File: config.mk
export PLATFORM = sky130hd
export DESIGN_NAME = mpt_plb
export DESIGN_NICKNAME = d
export VERILOG_FILES = /design/src/rtl/mpt_pkg.sv /design/src/rtl/mpt_perm_check.sv /design/src/rtl/mpt_plb.sv
export SDC_FILE = /design/constraint.sdc
export NUM_CORES = 2
export LEC_CHECK = 0
export ABC_CLOCK_PERIOD_IN_PS = 17900
export BUFFER_PORTS_ARGS = -buffer_cell sky130_fd_sc_hd__buf_2
export CORE_ASPECT_RATIO = 1.5
export CORE_MARGIN = 2
export CORE_UTILIZATION = 50
export DETAILED_ROUTE_END_ITERATION = 10
export GPL_ROUTABILITY_DRIVEN = 0
export PLACE_DENSITY = 0.73
export RECOVER_POWER = 50
export SETUP_SLACK_MARGIN = 0.4
export SYNTH_ARGS = -nofsm -noshare
export SYNTH_HDL_FRONTEND = slang
export SYNTH_SLANG_ARGS = --single-unit
File: constraint.sdc
create_clock -name clk_i -period 17.9 [get_ports clk_i]
set_input_delay 1.79 -clock clk_i [delete_from_list [all_inputs] [get_ports clk_i]]
set_output_delay 1.79 -clock clk_i [all_outputs]
set_load 0.01 [all_outputs]
File: src/rtl/mpt_pkg.sv
// Shared MPT types: access/permission encodings, PLB request and entry layouts,
// and the reserved-permission helper shared by the PLB and the walker.
package mpt_pkg;

    localparam int XLEN             = 32;
    localparam int SDID_LEN         = 6;
    localparam int PLB_RANGE_SHIFT  = 16;
    localparam int PLB_PAGE_SEL_LSB = 12;
    localparam int PLB_PAGES        = 16;
    localparam int PLB_TAG_W        = XLEN - PLB_RANGE_SHIFT;

    typedef enum logic [1:0] {
        ACCESS_NONE  = 2'd0,
        ACCESS_READ  = 2'd1,
        ACCESS_WRITE = 2'd2,
        ACCESS_EXEC  = 2'd3
    } mpt_access_e;

    // bit0 = read, bit1 = write, bit2 = exec; write without read is reserved
    typedef enum logic [2:0] {
        PERM_RSVD_000 = 3'b000,
        ALLOW_R       = 3'b001,
        PERM_RSVD_010 = 3'b010,
        ALLOW_RW      = 3'b011,
        ALLOW_X       = 3'b100,
        ALLOW_RX      = 3'b101,
        PERM_RSVD_110 = 3'b110,
        ALLOW_RWX     = 3'b111
    } mpt_permissions_e;

    typedef struct packed {
        logic [SDID_LEN-1:0] sdid;
        logic [XLEN-1:0]     spa;
        mpt_access_e         access_type;
    } plb_lookup_req_t;

    typedef struct packed {
        logic                               valid;
        logic [SDID_LEN-1:0]                sdid;
        logic [PLB_TAG_W-1:0]               tag;
        mpt_permissions_e [PLB_PAGES-1:0]   perms;
    } plb_range_entry_t;

    function automatic logic perm_is_reserved(input logic [2:0] p);
        return (p == 3'b000) || (p == 3'b010) || (p == 3'b110);
    endfunction

endpackage

File: src/rtl/mpt_perm_check.sv
// Combinational permission check: 3-bit page permissions against an access type.
// Reserved encodings and ACCESS_NONE always deny.
module mpt_perm_check
    import mpt_pkg::*;
(
    input  mpt_permissions_e perms_i,
    input  mpt_access_e      access_i,
    output logic             allow_o
);

    logic [2:0] p;
    assign p = perms_i;

    always_comb begin
        allow_o = 1'b0;
        if (!perm_is_reserved(p)) begin
            case (access_i)
                ACCESS_READ:  allow_o = p[0];
                ACCESS_WRITE: allow_o = p[1];
                ACCESS_EXEC:  allow_o = p[2];
                default:      allow_o = 1'b0;
            endcase
        end
    end

endmodule

File: src/rtl/mpt_plb.sv
// Permission Lookaside Buffer: caches leaf MPT range entries (16 pages each),
// one-cycle registered lookup response. Optional counters: MPT_PLB_PERF_CNT_EN.
module mpt_plb
    import mpt_pkg::*;
#(
    parameter int NUM_ENTRIES = 8,
    parameter int TAG_W       = XLEN - PLB_RANGE_SHIFT,
    parameter int PTR_W       = $clog2(NUM_ENTRIES)
) (
    input  logic                          clk_i,
    input  logic                          rst_i,
    input  logic                          lookup_valid_i,
    output logic                          lookup_ready_o,
    input  plb_lookup_req_t               lookup_req_i,
    output logic                          resp_valid_o,
    input  logic                          resp_ready_i,
    output logic                          resp_hit_o,
    output logic [2:0]                    resp_perms_o,
    output logic                          resp_allow_o,
`ifdef MPT_PLB_PERF_CNT_EN
    output logic [31:0]                   hit_cnt_o,
    output logic [31:0]                   miss_cnt_o,
`endif
    input  logic                          fill_valid_i,
    input  logic [SDID_LEN-1:0]           fill_sdid_i,
    input  logic [XLEN-1:0]               fill_spa_i,
    input  mpt_permissions_e [PLB_PAGES-1:0] fill_perms_i,
    input  logic                          flush_i,
    input  logic                          flush_sdid_en_i,
    input  logic [SDID_LEN-1:0]           flush_sdid_i
);

    plb_range_entry_t ent_q [NUM_ENTRIES];
    plb_range_entry_t ent_d [NUM_ENTRIES];
    logic [PTR_W-1:0] rr_ptr_q, rr_ptr_d;

    logic       resp_vld_q, resp_vld_d;
    logic       resp_hit_q, resp_hit_d;
    logic       resp_allow_q, resp_allow_d;
    logic [2:0] resp_perms_q, resp_perms_d;

    logic [TAG_W-1:0] lk_tag, fill_tag;
    logic [3:0]       lk_page;
    logic             lookup_fire, lk_hit, lk_perm_ok, lk_allow;
    mpt_permissions_e lk_perms;

    logic             fill_match, free_found;
    logic [PTR_W-1:0] match_idx, free_idx, tgt_idx;

    logic unused_spa_bits;
    assign unused_spa_bits = ^{lookup_req_i.spa[PLB_PAGE_SEL_LSB-1:0],
                               fill_spa_i[PLB_RANGE_SHIFT-1:0]};

    assign lk_tag   = lookup_req_i.spa[XLEN-1:PLB_RANGE_SHIFT];
    assign lk_page  = lookup_req_i.spa[PLB_RANGE_SHIFT-1:PLB_PAGE_SEL_LSB];
    assign fill_tag = fill_spa_i[XLEN-1:PLB_RANGE_SHIFT];

    // No lookup is taken during a flush so nothing stale can be answered after it.
    assign lookup_ready_o = !flush_i && (!resp_vld_q || resp_ready_i);
    assign lookup_fire    = lookup_valid_i && lookup_ready_o;

    always_comb begin
        lk_hit   = 1'b0;
        lk_perms = PERM_RSVD_000;
        for (int i = 0; i < NUM_ENTRIES; i++) begin
            if (ent_q[i].valid && (ent_q[i].sdid == lookup_req_i.sdid) &&
                (ent_q[i].tag == lk_tag)) begin
                lk_hit   = 1'b1;
                lk_perms = ent_q[i].perms[lk_page];
            end
        end
    end

    mpt_perm_check u_perm_check (
        .perms_i  (lk_perms),
        .access_i (lookup_req_i.access_type),
        .allow_o  (lk_perm_ok)
    );

    assign lk_allow = lk_hit && lk_perm_ok;

    always_comb begin
        resp_vld_d   = resp_vld_q;
        resp_hit_d   = resp_hit_q;
        resp_perms_d = resp_perms_q;
        resp_allow_d = resp_allow_q;
        if (lookup_fire) begin
            resp_vld_d   = 1'b1;
            resp_hit_d   = lk_hit;
            resp_perms_d = lk_perms;
            resp_allow_d = lk_allow;
        end else if (resp_ready_i) begin
            resp_vld_d = 1'b0;
        end
    end

    // Scan high to low so the lowest matching / lowest free index wins.
    always_comb begin
        ent_d      = ent_q;
        rr_ptr_d   = rr_ptr_q;
        fill_match = 1'b0;
        free_found = 1'b0;
        match_idx  = '0;
        free_idx   = '0;
        tgt_idx    = '0;
        for (int i = NUM_ENTRIES - 1; i >= 0; i--) begin
            if (ent_q[i].valid && (ent_q[i].sdid == fill_sdid_i) &&
                (ent_q[i].tag == fill_tag)) begin
                fill_match = 1'b1;
                match_idx  = PTR_W'(i);
            end
            if (!ent_q[i].valid) begin
                free_found = 1'b1;
                free_idx   = PTR_W'(i);
            end
        end
        if (flush_i) begin
            for (int i = 0; i < NUM_ENTRIES; i++) begin
                if (!flush_sdid_en_i || (ent_q[i].sdid == flush_sdid_i)) begin
                    ent_d[i].valid = 1'b0;
                end
            end
        end else if (fill_valid_i) begin
            if (fill_match) begin
                ent_d[match_idx].perms = fill_perms_i;
            end else begin
                tgt_idx = free_found ? free_idx : rr_ptr_q;
                if (!free_found) begin
                    rr_ptr_d = rr_ptr_q + PTR_W'(1);
                end
                ent_d[tgt_idx].valid = 1'b1;
                ent_d[tgt_idx].sdid  = fill_sdid_i;
                ent_d[tgt_idx].tag   = fill_tag;
                ent_d[tgt_idx].perms = fill_perms_i;
            end
        end
    end

    always_ff @(posedge clk_i or posedge rst_i) begin
        if (rst_i) begin
            for (int i = 0; i < NUM_ENTRIES; i++) begin
                ent_q[i] <= '0;
            end
            rr_ptr_q     <= '0;
            resp_vld_q   <= 1'b0;
            resp_hit_q   <= 1'b0;
            resp_perms_q <= 3'b000;
            resp_allow_q <= 1'b0;
        end else begin
            ent_q        <= ent_d;
            rr_ptr_q     <= rr_ptr_d;
            resp_vld_q   <= resp_vld_d;
            resp_hit_q   <= resp_hit_d;
            resp_perms_q <= resp_perms_d;
            resp_allow_q <= resp_allow_d;
        end
    end

    assign resp_valid_o = resp_vld_q;
    assign resp_hit_o   = resp_hit_q;
    assign resp_perms_o = resp_perms_q;
    assign resp_allow_o = resp_allow_q;

`ifdef MPT_PLB_PERF_CNT_EN
    logic [31:0] hit_cnt_q, hit_cnt_d, miss_cnt_q, miss_cnt_d;

    always_comb begin
        hit_cnt_d  = hit_cnt_q;
        miss_cnt_d = miss_cnt_q;
        if (flush_i && !flush_sdid_en_i) begin
            hit_cnt_d  = '0;
            miss_cnt_d = '0;
        end else if (lookup_fire) begin
            if (lk_hit && (hit_cnt_q != 32'hFFFF_FFFF)) begin
                hit_cnt_d = hit_cnt_q + 32'd1;
            end
            if (!lk_hit && (miss_cnt_q != 32'hFFFF_FFFF)) begin
                miss_cnt_d = miss_cnt_q + 32'd1;
            end
        end
    end

    always_ff @(posedge clk_i or posedge rst_i) begin
        if (rst_i) begin
            hit_cnt_q  <= '0;
            miss_cnt_q <= '0;
        end else begin
            hit_cnt_q  <= hit_cnt_d;
            miss_cnt_q <= miss_cnt_d;
        end
    end

    assign hit_cnt_o  = hit_cnt_q;
    assign miss_cnt_o = miss_cnt_q;
`endif

endmodule

==> summary.md <==
| Metric | Value |
|---|---|
| Post-synthesis compound-gate area fraction | `under 10%` |
| Via Count | `around 19000` |
| Die Y | `approximately 310 um` |
| Unique masters post-synth | `79` |
| Mapped Area | `30670 um^2` |
| Maximum clock rate | `between 100 and 150 MHz` |
| Post-CTS Resized | `0` |
| Crit-path max FO | `189` |
| Multiplexer share of the synthesized area | `about 30%` |
| Number of hold buffers added after CTS | `0` |
| Largest area contributor in the netlist | `dfrtp_1` |
| Worst skew pair latency | `0.66 ns` |
| Final Cycle Share | `between 50% and 60%` |
| Non-filler instance count after layout | `around 3100` |
| Area grow syn2layout | `8.934%` |
| Final wirelength | `a little under 90000 um` |
| CTS Sinks | `just under 600` |
| Slew Limit Headroom | `-193.5%` |
| Mapped Nets | `2379` |
| # fillers | `between 4000 and 5000` |
| Util after Layout | `between 50% and 60%` |
| Failing checks | `max-capacitance violations, max-slew violations` |
| Antenna violations before repair | `6` |
| Worst vdd ir | `about 0.00011 V` |
| Htree depth | `2` |
| Largest family of logic cells by synthesized area | `multiplexers` |
| Critical-path top delay cell | `clkbuf_1` |
| Die width | `around 210 um` |
| Synth Warn # | `0` |
| Root buffer cell | `clkbuf_16` |
| Tmin final | `a little over 9 ns` |
| EDFF count, synth | `0` |
| DPL Wire Length | `a little under 60000 um` |
| Cell row count | `between 100 and 150` |
| Clk slew on worst S/H paths | `0.06 ns` |
| Setup CP Type | `input pin to asynchronous set/reset pin` |
| # DRC | `0` |
| Most common library cells after synthesis | `dfrtp_1, mux2_2, xor2_1, xnor2_1, buf_2` |
| Startpoint types | `input pin` |
| Largest cells by area after synthesis | `dfrtp_1, mux2_2, xor2_1` |
| Worst-margin pin slew | `~4.4 ns` |
| Largest net degree at the start of global routing | `190` |
| Top-area cell type share of the netlist area | `a little under half` |
| Cell count after synthesis | `between 2000 and 2500` |
| Post-route ant nets | `0` |
| RSZ-0062 raised after global routing | `no` |
| Total setup buffers inserted after CTS | `0` |
| Die area | `between 60000 and 70000 um^2` |
| Core region area | `between 60000 and 70000 um^2` |
| Starting Density | `between 50% and 60%` |
| Status | `finished with violations` |
| Most numerous cell on the critical path | `clkbuf_1` |
| Number of DRC markers in iteration 0 | `roughly 1400` |
| Hold WS | `between 0.4 and 0.5 ns` |
| Share of cells above drive strength 1 | `between 30% and 40%` |
| CTS buffer count | `58` |
| Final setup viols | `0` |
| Max Cap Violations | `7` |
| Final Hold Vio Count | `0` |
| Clk_skew | `between 0.04 and 0.05 ns` |
| P per Cell Area | `120.8 nW/um^2` |
| Cells along the critical path | `buf_2 -> clkinvlp_2 -> buf_12 -> clkbuf_1 -> clkbuf_1` |
| Sequential element share of the synthesized area | `~47%` |
| Synth Area in Simple Gates | `between 6 and 7%` |
| Leak | `15.25 nW` |
| Post-synth ARST share | `100.0%` |
| # IOs | `about 150` |
| Final #Nets | `2417` |
| Vias per inst | `between 6 and 7` |
| Placed insts | `approximately 3000` |
| Detailed Routing Iterations Pass 1 | `5` |
| Req. time, crit path | `roughly 18 ns` |
| Ys flop type | `dfrtp_1` |
| Register bit total from synthesis | `577` |
| Critical Path AT | `just over 9 ns` |
| First-pass GRT wire length | `about 130000 um` |
| Synthesized area per cell | `13.70 um^2` |
| Worst hold path type | `flop to flop` |
| Worst Setup End Kind | `asynchronous set/reset pin` |
| Most common cell in the netlist | `dfrtp_1` |
| Port Buf Inserts | `roughly 120` |
| Setup TNS | `0 ns` |
| Vias in the first global route | `roughly 21000` |
| Gr usage total | `approximately 28%` |
| Adder-Cell Fraction of Synth Area | `less than 1%` |
| Max incr delay on CP | `roughly 3.1 ns` |
| Routed wire per std cell | `roughly 28 um` |
| Max-slew violation count | `between 400 and 500` |
| Post-synthesis xor/xnor area fraction | `approximately 12%` |
| Clock Path Buffers | `3` |
| Remaining global-route overflow | `0` |
| TritonCTS clock tree | `done` |
[critical path, delay by kind of cell]
family / cells / cell delay, ns
buffers and inverters: 5 / 7.07
[per-stage QoR]
stage / cell area (um^2) / setup WS (ns) / power [mW]
3_3_place_gp: 31440 / 11.62 / 2.719
6_report: 33410 / 8.558 / 4.036
3_5_place_dp: 31440 / 11.61 / 2.775
4_1_cts: 33460 / 12.26 / 4.051
5_1_grt: 33410 / 6.891 / 4.210
2_1_floorplan: 30670 / 8.248 / 2.514
[layer usage]
layer | part of all wire (%) | vias up | GRT usage [%] | wire length, um
li1 | - | 8194 | - | -
met1 | 35 | 10110 | 31.34 | 30550
met2 | 50 | 767 | 47.49 | 43150
met3 | 6.6 | 352 | 5.831 | 5691
met4 | 8.4 | 8 | 19.49 | 7320
met5 | 0.053 | - | 0 | 46
[state kept, by name, summed over array words and instances (netlist names)]
register	cells
ent_q	568
resp_perms_o	3
rr_ptr_q	3
resp_allow_o	1
resp_hit_o	1
resp_valid_o	1
[final timing paths]
path                                             start                           to  slack, ns  depth (start not counted)
max in group clk_i                      fill_spa_i[17]       ent_q[292]$_DFFE_PP0P_      10.93                         12
min reg2reg                resp_perms_o[1]$_DFFE_PP0P_  resp_perms_o[1]$_DFFE_PP0P_       0.48                          2
max                                              rst_i       ent_q[146]$_DFFE_PP0P_       8.56                          5
min in group asynchronous                        rst_i       ent_q[114]$_DFFE_PP0P_       1.51                          3
min                        resp_perms_o[1]$_DFFE_PP0P_  resp_perms_o[1]$_DFFE_PP0P_       0.48                          2
max reg2reg                     ent_q[422]$_DFFE_PP0P_       ent_q[292]$_DFFE_PP0P_      13.02                         11
[where the power goes]
part	switching (mW)	total, mW	internal, mW
Sequential	0.228	1.83	1.60
Combinational	0.421	0.932	0.511
Clock	0.530	1.27	0.744
Total	1.18	4.04	2.86
[kinds of logic after synthesis]
group | count (synthesis)
simple gates | 332
buf+inv | 173
mux | 681
compound gates | 73
fa+ha+maj | 1
flops | 577
xor+xnor | 402
[cells in the final DEF (no fill, tap or decap), drive strengths merged, types with 3 or more instances in the layout]
master    instances
dfrtp           577
mux2            565
xor2            204
xnor2           198
buf             125
mux4            109
clkbuf           98
nand2            82
nor4             71
nand4            60
nand3            31
nor2             19
o21ai            18
or3b             15
inv              13
clkinv           12
nor3             10
and2              8
or4               7
mux2i             7
o31ai             6
o211ai            5
a211oi            5
bufinv            5
a21oi             5
clkinvlp          5
nand2b            4
nor2b             4
or3               4
a31oi             4
nor3b             4
a21boi            4
nor4b             3
and3              3
o2111ai           3
[layout make-up]
type	instances	area [um^2]	area share, %
antenna	2	5.005	0.01498
tap	791	989.7	2.962
sequential	577	14440	43.22
clock buffer	84	1730	5.179
multi-input combinational	1489	15180	45.42
inverter	12	46.29	0.1386
timing repair buffer	139	742.0	2.221
clock inverter	23	282.8	0.8463
Power figures use the tool's default switching activity.
